===== src/rtl/mux_pkg.sv =====
// Shared constants and helpers for the N-channel streaming multiplexer.
package mux_pkg;

  localparam logic MODE_FIXED = 1'b0;
  localparam logic MODE_RR    = 1'b1;

  // Pointer advance that wraps for any channel count, not only powers of two.
  function automatic int ptr_inc(input int idx, input int nch);
    return (idx == nch - 1) ? 0 : idx + 1;
  endfunction

endpackage


===== src/rtl/rr_arbiter_nbit.sv =====
// Combinational rotating-priority finder: first set request at or after ptr_i, wrapping.
module rr_arbiter_nbit #(
  parameter int NCH  = 4,
  parameter int SELW = $clog2(NCH)
) (
  input  logic [NCH-1:0]  req_i,
  input  logic [SELW-1:0] ptr_i,
  output logic [SELW-1:0] grant_o,
  output logic            grant_valid_o
);

  logic [SELW-1:0] idx;

  // Scan from the farthest offset back to ptr_i so the closest request wins.
  always_comb begin
    grant_o       = '0;
    grant_valid_o = 1'b0;
    idx           = '0;
    for (int i = NCH - 1; i >= 0; i--) begin
      idx = SELW'((int'(ptr_i) + i) % NCH);
      if (req_i[idx]) begin
        grant_o       = idx;
        grant_valid_o = 1'b1;
      end
    end
  end

endmodule


===== src/rtl/mux_nx1_stream_rr.sv =====
// N-channel streaming mux with fixed-select or round-robin grant and one registered output stage.
module mux_nx1_stream_rr
  import mux_pkg::*;
#(
  parameter int  n    = 4,
  parameter int  NCH  = 4,
  localparam int SELW = $clog2(NCH)
) (
  input  logic            clk_in,
  input  logic            reset_n_in,
  input  logic [NCH*n-1:0] w_in,
  input  logic [NCH-1:0]  valid_in,
  output logic [NCH-1:0]  ready_out,
  input  logic            mode_in,
  input  logic [SELW-1:0] s_in,
  output logic [n-1:0]    f_out,
  output logic [SELW-1:0] ch_out,
  output logic            valid_out,
  input  logic            ready_in
);

  logic [n-1:0]        f_q;
  logic [SELW-1:0]     ch_q;
  logic                valid_q;
  logic [SELW-1:0]     ptr_q;
  logic [SELW-1:0]     rr_grant;
  logic                rr_valid;
  logic [SELW-1:0]     grant;
  logic                grant_valid;
  logic                fix_valid;
  logic                load;
  logic                xfer;
  logic [2**SELW-1:0]  valid_pad;
  logic [n-1:0]        grant_data;

  rr_arbiter_nbit #(
    .NCH  (NCH),
    .SELW (SELW)
  ) u_arb (
    .req_i         (valid_in),
    .ptr_i         (ptr_q),
    .grant_o       (rr_grant),
    .grant_valid_o (rr_valid)
  );

  always_comb begin
    // Zero-padding makes an out-of-range select read as "not valid".
    valid_pad            = '0;
    valid_pad[NCH-1:0]   = valid_in;
    fix_valid            = valid_pad[s_in];

    if (mode_in == MODE_RR) begin
      grant       = rr_grant;
      grant_valid = rr_valid;
    end else begin
      grant       = s_in;
      grant_valid = fix_valid;
    end

    load = !valid_q || ready_in;
    xfer = load && grant_valid && reset_n_in;

    ready_out  = '0;
    grant_data = '0;
    for (int k = 0; k < NCH; k++) begin
      if (grant == SELW'(k)) begin
        ready_out[k] = xfer;
        grant_data   = w_in[k*n +: n];
      end
    end
  end

  always_ff @(posedge clk_in or negedge reset_n_in) begin
    if (!reset_n_in) begin
      f_q     <= '0;
      ch_q    <= '0;
      valid_q <= 1'b0;
      ptr_q   <= '0;
    end else if (xfer) begin
      f_q     <= grant_data;
      ch_q    <= grant;
      valid_q <= 1'b1;
      ptr_q   <= SELW'(ptr_inc(int'(grant), NCH));
    end else if (load) begin
      valid_q <= 1'b0;
    end
  end

  assign f_out     = f_q;
  assign ch_out    = ch_q;
  assign valid_out = valid_q;

endmodule


===== config.mk =====
export PLATFORM = sky130hd
export DESIGN_NAME = mux_nx1_stream_rr
export DESIGN_NICKNAME = d
export VERILOG_FILES = /design/src/rtl/mux_pkg.sv /design/src/rtl/rr_arbiter_nbit.sv /design/src/rtl/mux_nx1_stream_rr.sv
export SDC_FILE = /design/constraint.sdc
export NUM_CORES = 1
export LEC_CHECK = 0
export CORE_MARGIN = 10
export CORE_UTILIZATION = 39
export DETAILED_ROUTE_END_ITERATION = 8
export PLACE_DENSITY = 0.8
export SLEW_MARGIN = 0
export SYNTH_ARGS = -nofsm -noshare
export SYNTH_HDL_FRONTEND = slang
export SYNTH_HIERARCHICAL = 1
export SYNTH_SLANG_ARGS = --single-unit

===== constraint.sdc =====
create_clock -name clk_in -period 2.8 [get_ports clk_in]
set_input_delay 0.28 -clock clk_in [delete_from_list [all_inputs] [get_ports clk_in]]
set_output_delay 0.28 -clock clk_in [all_outputs]
set_load 0.005 [all_outputs]

==> results.py <==
metrics = {
    "cts": {
        "numClockSinks": 9,
        "clock_latency_ps": 250,
        "cts_setup_buffers": 0,
        "clkTransAtPathRegs_ps": 60,
        "htreeDepth": 1,
        "cts_hold_buf": 0,
        "cts_tree": "yes",
        "root_buffer": "clkbuf_4",
        "cts_max_path_buffers": 2,
        "cts_buffers": 3,
    },
    "drt": {
        "vias": 747,
        "met1Wirelength_um": 901,
        "routed_wl_mm": 2.12,
        "drc": 0,
        "first_pass_iters": 4,
        "drtIter0Drc": 20,
        "dr_wl_met2_mm": 1.07,
        "vias_per_cell": 5.01,
        "route.met3.wl_um": 123,
        "drtAntennaViolNets": 0,
        "wl_per_cell_um": 14.2,
        "top_layer_used": "met4",
    },
    "run": {
        "max-cap-violations": 0,
    },
    "synth": {
        "synth_top_cell_area_share": 0.313,
        "yosysSeqAreaShare": 0.313,
        "synth_fa_ha_area_frac": 0.0696,
        "synth_cell_types": 23,
        "synth_fp_nets": 110,
        "synth_area_um2": 719,
        "synth_top_family_by_area": "compound AO/OA/AOI/OAI gates",
        "yosys.area_share.simple": 0.163,
        "synth.mux.area_fraction": 0.188,
        "yosys_warnings": 6,
        "synth_top_area_cell": "dfrtp_1",
        "synth_xor_xnor_area_share": 0,
        "postSynthCellCount": 80,
        "syn_avg_cell_area_um2": 8.99,
        "ys_ff_latch": 9,
        "synthTopCellsByArea": "dfrtp_1 (31%), mux2_4 (8.3%), ha_1 (7.0%)",
        "synth_compound_area_frac": 0.214,
    },
    "power_and_ir_drop": {
        "comb_power_share": 0.552,
        "switching_share": 0.316,
        "p_per_area_nw_per_um2": 613,
        "totalPowerFinal_mw": 0.719,
        "p_clk_frac": 0.132,
        "ir_worst_vdd_mv": 0.312,
        "power.internal_mw": 0.492,
        "power_frac_seq": 0.316,
        "p_sw_mw": 0.227,
        "p_leak_nw": 0.543,
    },
    "timing": {
        "hold_ws_ps": 326,
        "fin_ws_ps": 154,
        "tns_ps": 0,
        "max_freq_mhz": 378,
        "rsz0062_at_grt": "false",
        "post-route-period-util": 0.945,
        "final-hold-violation-count": 0,
        "setup-violations-final": 0,
        "clock_skew_ps": 4.97,
        "drv_slew": 0,
        "period_minus_slack_ps": 2650,
        "slew_headroom": 0.859,
        "worstMarginPinSlew_ps": 209,
    },
    "grt": {
        "grt_pass1_wl_mm": 3.46,
        "grt_max_degree": 11,
        "grt-ovfl-total": 0,
        "grt_usage": 0.108,
        "grt_pass1_vias": 702,
        "antenna_found_initial": 0,
    },
    "die": {
        "rows": 15,
        "dieArea_um2": 3960,
        "initial_core_util": 0.412,
        "num_io_pins": 37,
        "die_w_um": 63.0,
        "design.core.area_um2": 1750,
        "die_h_um": 63.0,
    },
    "critical_path": {
        "critical_path_class": "in2out",
        "reg2regPathDepth": 12,
        "critPathRequiredTime_ps": 2520,
        "worstSetupStartpointType": "input port",
        "cp-end-kind": "primary output",
        "crit_fanout": 4,
        "crit_arrival_ps": 2370,
    },
    "place": {
        "dp_hpwl_mm": 1.87,
        "port_buffers": 36,
        "dp_slack_ps": 35.8,
        "gp_congestion": 0.716,
    },
    "min_path": {
        "hp-class": "in2async",
    },
    "cells_and_area": {
        "final_common_cell": "clkdlybuf4s50_1",
        "num_antenna_cells": 0,
        "drive_above_1_share": 0.145,
        "fin_nets": 155,
        "final_cell_mix": "clkdlybuf4s50_1 (34), nand2_1 (9), nor2_1 (9), dfrtp_1 (9)",
        "area_growth_pct": 63.0,
    },
    "run_status": {
        "status": "finished, final reports clean",
    },
}
[power groups by stage]
stage                     sequential (mW)  clock, mW  combinational, mW
after CTS                           0.229     0.0991              0.402
after global routing                0.238      0.108              0.434
after global placement              0.226          0              0.388
final                               0.227     0.0952              0.396
after floorplan                     0.223          0              0.211
after detailed placement            0.231          0              0.399
[worst paths after layout]
kind / start / to / slack, ps
worst max-delay path: valid_in[0] / ready_out[1] / 150
worst min-delay path: reset_n_in / ch_out[1] / 330
worst max register to register: ptr_q[1] / f_out[3] / 400
worst min register to register: ch_out[0] / ch_out[0] / 480
max in group asynchronous: reset_n_in / f_out[2] / 2330
min in group clk_in: ch_out[0] / ch_out[0] / 480
[registers in the layout (all words and copies together), names as in the netlist]
register,cells
valid_out,1
f_out,4
ptr_q,2
ch_out,2
[synthesized netlist by cell type (all sizes together)]
cell / count
a2bb2oi: 1
nand2: 9
inv: 6
o21a: 4
a22o: 4
mux2i: 3
nor3b: 1
clkbuf: 1
a211oi: 2
or3: 1
nand2b: 4
dfrtp: 9
nor3: 1
a21oi: 5
buf: 1
mux2: 8
and2: 1
ha: 4
o21ai: 4
a21o: 2
nor2: 9
[repair_timing]
action                                 in CTS  in global routing
endpoints found under the hold margin       0                  0
setup endpoints to repair                   0                  2
resized for setup                           0                  2
[per-stage QoR]
stage	std cells	utilization	cell area, um2
global placement	145	0.654	1140
CTS	149	0.669	1170
global route	149	0.672	1170
floorplan	80	-	719
finish	149	0.672	1170
detailed placement	145	0.654	1140
[layer usage]
layer  up-vias  GRT usage
li1        363          -
met1       354      0.123
met2        28      0.175
met3         2     0.0341
met4         0     0.0587
met5         -          0
[worst max-delay path: stages]
cell	delay, ps
clkdlybuf4s50_1	530
nor2_1	80
a211oi_1	190
nor2_1	60
mux2_2	320
inv_1	90
ha_1	170
inv_1	40
nor2_1	100
clkdlybuf4s50_1	510
[cells by family (layout without fill, tap and decap cells)]
| logic type | Yosys count | after routing |
|---|---|---|
| buf+inv | 8 | 52 |
| compound gates | 22 | 22 |
| flops | 9 | 9 |
| mux | 11 | 11 |
| simple gates | 26 | 26 |
| fa+ha+maj | 4 | 4 |
[cell type report]
class                           instances  area [um2]
Sequential cell                         9         225
Multi-Input combinational cell         63         457
Timing Repair Buffer                   42         410
Fill cell                             142         573
Clock buffer                            4        26.3
Inverter                                6        22.5
Tap cell                               25        31.3
Note: power is estimated with default switching activity, not from simulation.
